**src/rtl/laser_scan_ctrl.sv**
```systemverilog
// Two-circle centre search controller: scans all 16x16 candidate centres for one
// moving circle per pass, commits the best one, and alternates circles until converged.
module laser_scan_ctrl (
  input  logic       i_clk,
  input  logic       i_rst,
  input  logic       i_start,
  input  logic [2:0] i_iter,
  output logic       o_cand_valid,
  input  logic       i_cand_ready,
  output logic [3:0] o_cand_x,
  output logic [3:0] o_cand_y,
  output logic       o_cand_sel,
  input  logic       i_hit_valid,
  input  logic [5:0] i_hit,
  output logic [3:0] o_c1x,
  output logic [3:0] o_c1y,
  output logic [3:0] o_c2x,
  output logic [3:0] o_c2y,
  output logic       o_busy,
  output logic       o_done
);

  typedef enum logic [2:0] {
    S_IDLE   = 3'd0,
    S_ISSUE  = 3'd1,
    S_WAIT   = 3'd2,
    S_UPDATE = 3'd3,
    S_FINISH = 3'd4
  } state_t;

  state_t     r_state;
  state_t     w_state_next;

  logic [2:0] r_iter;
  logic [3:0] r_cand_x;
  logic [3:0] r_cand_y;
  logic       r_sel;
  logic [5:0] r_hit;
  logic [5:0] r_best_cnt;
  logic [3:0] r_best_x;
  logic [3:0] r_best_y;
  logic [3:0] r_c1x;
  logic [3:0] r_c1y;
  logic [3:0] r_c2x;
  logic [3:0] r_c2y;
  logic [3:0] r_pass_cnt;
  logic       r_prev_unch;

  logic       w_win;
  logic [3:0] w_fin_x;
  logic [3:0] w_fin_y;
  logic       w_last;
  logic       w_unch;
  logic [3:0] w_pass_next;
  logic       w_terminate;

  // Winner including the candidate being evaluated this cycle; ties go to the later one.
  assign w_win       = (r_hit >= r_best_cnt);
  assign w_fin_x     = w_win ? r_cand_x : r_best_x;
  assign w_fin_y     = w_win ? r_cand_y : r_best_y;
  assign w_last      = (r_cand_x == 4'd15) && (r_cand_y == 4'd15);
  assign w_unch      = r_sel ? ((w_fin_x == r_c2x) && (w_fin_y == r_c2y))
                             : ((w_fin_x == r_c1x) && (w_fin_y == r_c1y));
  assign w_pass_next = r_pass_cnt + 4'd1;
  assign w_terminate = (w_pass_next == {r_iter, 1'b0}) || (w_unch && r_prev_unch);

  always_ff @(posedge i_clk) begin
    if (i_rst) begin
      r_state <= S_IDLE;
    end else begin
      r_state <= w_state_next;
    end
  end

  always_comb begin
    w_state_next = r_state;
    case (r_state)
      S_IDLE:   if (i_start) w_state_next = S_ISSUE;
      S_ISSUE:  if (i_cand_ready) w_state_next = S_WAIT;
      S_WAIT:   if (i_hit_valid) w_state_next = S_UPDATE;
      S_UPDATE: w_state_next = (w_last && w_terminate) ? S_FINISH : S_ISSUE;
      S_FINISH: w_state_next = S_IDLE;
      default:  w_state_next = S_IDLE;
    endcase
  end

  always_comb begin
    o_cand_valid = (r_state == S_ISSUE);
    o_done       = (r_state == S_FINISH);
    o_busy       = (r_state != S_IDLE);
  end

  assign o_cand_x   = r_cand_x;
  assign o_cand_y   = r_cand_y;
  assign o_cand_sel = r_sel;
  assign o_c1x      = r_c1x;
  assign o_c1y      = r_c1y;
  assign o_c2x      = r_c2x;
  assign o_c2y      = r_c2y;

  always_ff @(posedge i_clk) begin
    if (i_rst) begin
      r_iter      <= 3'd0;
      r_cand_x    <= 4'd0;
      r_cand_y    <= 4'd0;
      r_sel       <= 1'b0;
      r_hit       <= 6'd0;
      r_best_cnt  <= 6'd0;
      r_best_x    <= 4'd0;
      r_best_y    <= 4'd0;
      r_c1x       <= 4'd0;
      r_c1y       <= 4'd0;
      r_c2x       <= 4'd0;
      r_c2y       <= 4'd0;
      r_pass_cnt  <= 4'd0;
      r_prev_unch <= 1'b0;
    end else begin
      case (r_state)
        S_IDLE: begin
          if (i_start) begin
            r_iter      <= (i_iter == 3'd0) ? 3'd1 : i_iter;
            r_cand_x    <= 4'd0;
            r_cand_y    <= 4'd0;
            r_sel       <= 1'b0;
            r_best_cnt  <= 6'd0;
            r_best_x    <= 4'd0;
            r_best_y    <= 4'd0;
            r_c1x       <= 4'd0;
            r_c1y       <= 4'd0;
            r_c2x       <= 4'd0;
            r_c2y       <= 4'd0;
            r_pass_cnt  <= 4'd0;
            r_prev_unch <= 1'b0;
          end
        end
        S_WAIT: begin
          if (i_hit_valid) r_hit <= i_hit;
        end
        S_UPDATE: begin
          r_cand_x <= r_cand_x + 4'd1;
          if (r_cand_x == 4'd15) r_cand_y <= r_cand_y + 4'd1;
          if (w_last) begin
            if (r_sel) begin
              r_c2x <= w_fin_x;
              r_c2y <= w_fin_y;
            end else begin
              r_c1x <= w_fin_x;
              r_c1y <= w_fin_y;
            end
            r_pass_cnt  <= w_pass_next;
            r_sel       <= ~r_sel;
            r_best_cnt  <= 6'd0;
            r_best_x    <= 4'd0;
            r_best_y    <= 4'd0;
            r_prev_unch <= w_unch;
          end else if (w_win) begin
            r_best_cnt <= r_hit;
            r_best_x   <= r_cand_x;
            r_best_y   <= r_cand_y;
          end
        end
        default: ;
      endcase
    end
  end

endmodule

```
**config.mk**
```make
export PLATFORM = sky130hd
export DESIGN_NAME = laser_scan_ctrl
export DESIGN_NICKNAME = d
export VERILOG_FILES = /design/src/rtl/laser_scan_ctrl.sv
export SDC_FILE = /design/constraint.sdc
export NUM_CORES = 1
export LEC_CHECK = 0
export CAP_MARGIN = 15
export CORE_ASPECT_RATIO = 0.9
export CORE_MARGIN = 2
export CORE_UTILIZATION = 47
export CTS_CLUSTER_DIAMETER = 120
export DETAILED_ROUTE_END_ITERATION = 12
export GPL_TIMING_DRIVEN = 0
export HOLD_SLACK_MARGIN = 0.02
export PLACE_DENSITY = 0.75
export REMOVE_ABC_BUFFERS = 1
export SLEW_MARGIN = 20
export SYNTH_ARGS = -nofsm -noshare
export SYNTH_HDL_FRONTEND = slang
export SYNTH_SLANG_ARGS = --single-unit
```
**constraint.sdc**
```tcl
create_clock -name i_clk -period 3 [get_ports i_clk]
set_clock_uncertainty 0.05 [all_clocks]
set_input_delay 0.75 -clock i_clk [delete_from_list [all_inputs] [get_ports i_clk]]
set_output_delay 0.75 -clock i_clk [all_outputs]
set_load 0.02 [all_outputs]
```
---- After elaboration in Yosys (flattened, before gate mapping) ----
Index checks and enable logic that the tools add are counted.
word-level totals
  bits of input ports ..................... 14
  memories ................................ 0
  bits in read-only memories .............. 0
  latch bits .............................. 0
  flip-flop bits (word level) ............. 56
  memory bits (writable) .................. 0
  output and inout port bits .............. 28
operators by class
  shift-type cells ........................ 0
  reductions and logical operators ........ 19
  $lt $le $gt $ge ......................... 1
  divide/modulo/power cells ............... 0
  multiply operators ...................... 0
  muxes and demuxes ....................... 40
  equal/unequal tests ..................... 19
  bitwise gates (word level) .............. 1
  $add $sub $neg .......................... 3
operators with widths
  cell                   number
  $pmux W4 S2            9
  $mux W4                15
  $eq A4 B4 Y1           5
  $mux W6                3
  $mux W3                5
  $add A4 B1 Y4 const B  3
  $ne A2 B2 Y1 const B   6
  $pmux W3 S4            1
  $pmux W6 S2            1
  $reduce_and A3 Y1      4
  $eq A4 B4 Y1 const B   2
  $reduce_and A4 Y1      2
  $eq A3 B2 Y1 const B   2
  $ge A6 B6 Y1           1
  $logic_not A3 Y1       2
  $reduce_and A2 Y1      3
  $logic_and A1 B1 Y1    5
  $mux W1                4
  $pmux W1 S2            2
  $eq A3 B1 Y1 const B   1
  $eq A3 B3 Y1 const B   1
  $ne A3 B3 Y1 const B   1
  $reduce_bool A3 Y1     1
  $ne A2 B1 Y1 const B   1
  3 further kinds        3

---- Depth between registers and ports, before layout ----
Gate-level depths: netlist (run 1).
  depth after elaboration ................. 10
  gate-level depth with buffers ........... 12

---- Least setup slack after synthesis (run 1) ----
Ideal clock, no wire load.
  path type ............................... register to register
  from .................................... reg r_best_cnt[5]
  to ...................................... reg r_prev_unch
  period minus slack after synthesis ...... 2.650 ns
  data arrival time ....................... 2.499 ns
  setup slack ............................. 0.350 ns
  cell stages (with the launch flop) ...... 12
  buffers on the path ..................... 0
  library setup time ...................... 0.101 ns
  path through ............................ dfxtp_1 -> inv_1 -> ha_1 -> a21o_1 -> a21oi_2 -> a21boi_1 -> mux2_2 -> xor2_1 -> nor3_1 -> a2bb2oi_1 -> or3_1 -> o41ai_1
on the way
  longest elaborated chain between the ends .. 7
ends and longest elaborated chain
  what                                           RTL line  RTL
  start: declaration                             39        logic [5:0] r_best_cnt;
  start signal: assignment                       157       r_best_cnt <= r_hit;
  $ge A6 B6 Y1 (*)                               58        assign w_win = (r_hit >= r_best_cnt);
  $mux W4                                        -
  $eq A4 B4 Y1, on equally long branches         63, 62
  $logic_and A1 B1 Y1, on equally long branches  63, 62
  $mux W1 (*)                                    62        assign w_unch = r_sel ? ((w_fin_x == r_c2x) && (w_fin_y == r_c2y))
  $mux W1 (*)                                    142       if (w_last) begin
  $pmux W1 S2 (*)                                118       case (r_state)
  end signal: assignment                         155       r_prev_unch <= w_unch;
  end: declaration                               47        logic r_prev_unch;
Every way passes the cells marked *; elsewhere a longest branch is shown, timed or not. The select of a mux whose other input is x is not followed.
A chain may end at the register's enable or synchronous reset.

---- Worst setup path in the final report (run 1) ----
Same ends and word-level chain as after synthesis.

==> impl_metrics.csv, run 1 <==
group,metric,value,unit
place,hpwl,4.95,mm
layout,drive_gt1_share,11.5,%
global_routing,grt_pass1_wl,12.0,mm
worst_hold_path,holdPathEnd,"r_iter[1]$_SDFFE_PP0P_",
die,dieHeight,77.8,um
layout,fin_nets,414,
job,cap_viol_max_count,0,
clock_network,htreeDepth,2,
layout,syn2layout_area_growth,25.8,%
clock_network,cts_root_buffer,"clkbuf_8",
place,place.gp.congestion,0.839,
sta,fin_crit_sh,95.4,%
place,placed_cell_area,0.00330,mm2
detailed_routing,drc,0,
sta,tightest_slew,839,ps
global_routing,grt_usage,22.0,%
sta,fin_crit,2860,ps
clock_network,clk-insertion-delay-late,320,ps
global_routing,grt-busiest-layer,"met2",
clock_network,clockBufferDepth,2,
clock_network,cts_tree,"done",
sta,max_freq,0.349,GHz
die,num_io_pins,42,
worst_hold_path,hold_path_depth,2,
global_routing,antenna_found_initial,0,
layout,finalCoreUtilization,62.2,%
die,die_w,86.0,um
global_routing,overflow,0,
synthesis,syn_inst,355,
layout,instances_no_fill,462,
die,core,0.00576,mm2
synthesis,syn_avg_cell_area,8.01,um2
clock_network,clk_pin_slew_worst_paths,100,ps
critical_path,cp_cell_sequence,"inv_1, ha_2, and2_4, nand3_4, o211a_4, or3_1, a211oi_2, nor4b_4, a2bb2oi_2, or3_1, o41ai_1",
layout,layout_common_cells,"dfxtp_1 (56), nor2_1 (47), clkdlybuf4s50_1 (40), a21oi_1 (38), nand2_1 (35)",
critical_path,arrival,3030,ps
detailed_routing,first_iter_violations,164,
critical_path,cpPeakStageDelay,390,ps
synthesis,synth_seq_cells,56,
critical_path,critPathKind,"flop to flop",
critical_path,crit_top_cell,"or3_1",
critical_path,reg2regPathDepth,11,
power_and_ir_drop,p_leak,0.00131,uW
global_routing,grt_pass1_vias,2494,
detailed_routing,wl_per_cell,16.1,um
power_and_ir_drop,total_power,1460,uW
clock_network,cts_buffers,5,
detailed_routing,vias,2716,
outcome,status,"finished clean",
detailed_routing,drt_wl_total,7.44,mm
power_and_ir_drop,powerDensity,407,mW/mm2
detailed_routing,vias_per_cell,5.88,
worst_hold_path,min-delay-start,"r_iter[1]$_SDFFE_PP0P_",
critical_path,r2r-start,"r_best_cnt[5]$_SDFFE_PP0P_",
sta,maxSlewViolCount,0,
synthesis,synth.distinct_cells,43,
worst_hold_path,hp-class,"flop to flop",
layout,layout_commonest_cell,"dfxtp_1",
detailed_routing,ant_nets,0,
global_routing,grt_max_degree,40,
critical_path,r2r_setup_slack,140,ps
sta,relSlewSlack,43.6,%
critical_path,cp_max_fo,7,
die,rows,26,
global_routing,use_met2,34.1,%
die,initial_utilization,49.4,%
synthesis,synthesis.area,0.00285,mm2
place,port_buffers,41,
layout,antenna_cells,0,
sta,hold_slack,423,ps
global_routing,grt_use_met3,4.15,%
global_routing,gr-usage-met1,30.8,%
detailed_routing,first_pass_iters,4,
critical_path,worstPathRequired,3170,ps
die,dieArea,0.00669,mm2
synthesis,ys_warn_count,0,
sta,hold_violations,0,
synthesis,ys_seq_area_share,39.4,%
critical_path,cp-start-kind,"flop",
power_and_ir_drop,ir_drop,0.226,mV
clock_network,cts_sinks,56,
critical_path,r2r-end,"r_prev_unch$_SDFFE_PP0P_",
critical_path,end_kind,"flop",
place,place_inst,452,
critical_path,slowest_stage,"ha_2",
layout,final_area,0.00358,mm2
sta,setup_violations,0,
-- critical path: cells and delay by family, from the launching register on --
kind,cells,cell delay (ps)
and+or+nand+nor,5,1230
adders and majority gates,1,390
DFF,1,340
AOI/OAI and AO/OA,4,700
buffers and inverters,1,50
-- synth_stat cells --
library cell	n	area [um2]
mux2_2	3	33.8
and2_1	1	6.26
a211oi_1	2	15.0
dfxtp_1	56	1120
a21boi_1	1	7.51
a21o_1	4	30.0
nand2b_1	3	18.8
nor3b_1	2	15.0
a21oi_1	38	190
clkbuf_1	15	56.3
inv_1	9	33.8
nand3b_1	1	7.51
and2_0	1	6.26
a31oi_1	4	25.0
or2_2	3	18.8
nor2_1	49	184
o211a_1	1	10.0
o211ai_1	5	37.5
o22ai_1	1	6.26
nand2_1	35	131
and3_1	4	25.0
o21ai_0	6	30.0
ha_1	9	113
nor4b_1	1	8.76
nand3_4	1	17.5
o21ai_1	2	10.0
xor2_1	7	61.3
a21oi_2	2	17.5
or3_1	5	31.3
and2_4	1	8.76
o41ai_1	2	17.5
and4_1	1	8.76
nor3b_2	1	12.5
a22oi_1	14	105
nor4b_2	1	15.0
nand4_1	5	31.3
xnor2_1	8	70.1
a2bb2oi_1	1	8.76
mux2i_1	6	60.1
nand4b_1	1	8.76
nand3_1	29	145
nor3_1	10	50.1
o2bb2ai_1	4	35.0
-- worst max path at each step --
stage	start	end
floorplan	r_best_cnt[5]$_SDFFE_PP0P_	r_prev_unch$_SDFFE_PP0P_
global placement	i_rst	r_state[0]$_SDFFE_PP0P_
CTS	r_best_cnt[5]$_SDFFE_PP0P_	r_state[2]$_SDFFE_PP0P_
finish	r_best_cnt[5]$_SDFFE_PP0P_	r_prev_unch$_SDFFE_PP0P_
detailed placement	r_best_cnt[5]$_SDFFE_PP0P_	r_state[2]$_SDFFE_PP0P_
global route	r_best_cnt[3]$_SDFFE_PP0P_	r_prev_unch$_SDFFE_PP0P_
-- per-layer routing --
metal	up-vias	wire, um
met5	-	0
met4	0	74
met3	7	376
met2	71	3500
met1	1290	3490
li1	1348	-
-- registers in the layout, summed over array words and instances (netlist names), 3 cells and up --
name,flops
o_c1x,4
r_best_cnt,6
o_c1y,4
o_cand_y,4
r_best_y,4
o_c2x,4
r_hit,6
r_pass_cnt,4
r_state,3
r_iter,3
o_cand_x,4
o_c2y,4
r_best_x,4
-- kinds of logic after synthesis --
logic type,after synthesis,synth area share (%)
xor+xnor,15,4.62
mux,9,3.30
compound gates,87,19.2
fa+ha+maj,9,3.96
buf+inv,24,3.17
flops,56,39.4
simple gates,155,26.4
-- stage by stage --
step	setup TNS, ps	setup slack [ps]
2_1_floorplan	0	350
3_3_place_gp	-1260	-302
3_5_place_dp	0	38.4
4_1_cts	0	9.84
5_1_grt	-26.2	-26.2
6_report	0	137
-- power breakdown --
| group | internal, uW | total, uW | switching (uW) |
|---|---|---|---|
| Sequential | 753 | 765 | 12.4 |
| Combinational | 71.5 | 193 | 121 |
| Clock | 248 | 498 | 250 |
-- timing repair --
action                                  4_1_cts  5_1_grt
buffers inserted                              0        2
resized for setup                             1       29
hold buffers                                  0        0
pin swaps                                     0        7
endpoints found under the setup margin        1       19
-- area by class of cell --
type,count,area (um2)
Timing Repair Buffer,44,440
Tap cell,70,87.6
Inverter,9,33.8
Clock inverter,2,35.0
Clock buffer,6,72.6
Fill cell,511,2180
Sequential cell,56,1120
Multi-Input combinational cell,275,1790
No activity file was read; power rests on OpenSTA's default activity.
==> inputs of run 2 (changes only) <==
CTS_CLUSTER_DIAMETER = not set   (was 120)
==> results of run 2 <==
Same layout as run 1: the final DEF is identical, and so are final timing and power.
==> inputs of run 3 (changes only) <==
CTS_CLUSTER_DIAMETER = 120   (was not set)
==> results of run 3 <==
Same layout as run 1: the final DEF is identical, and so are final timing and power.
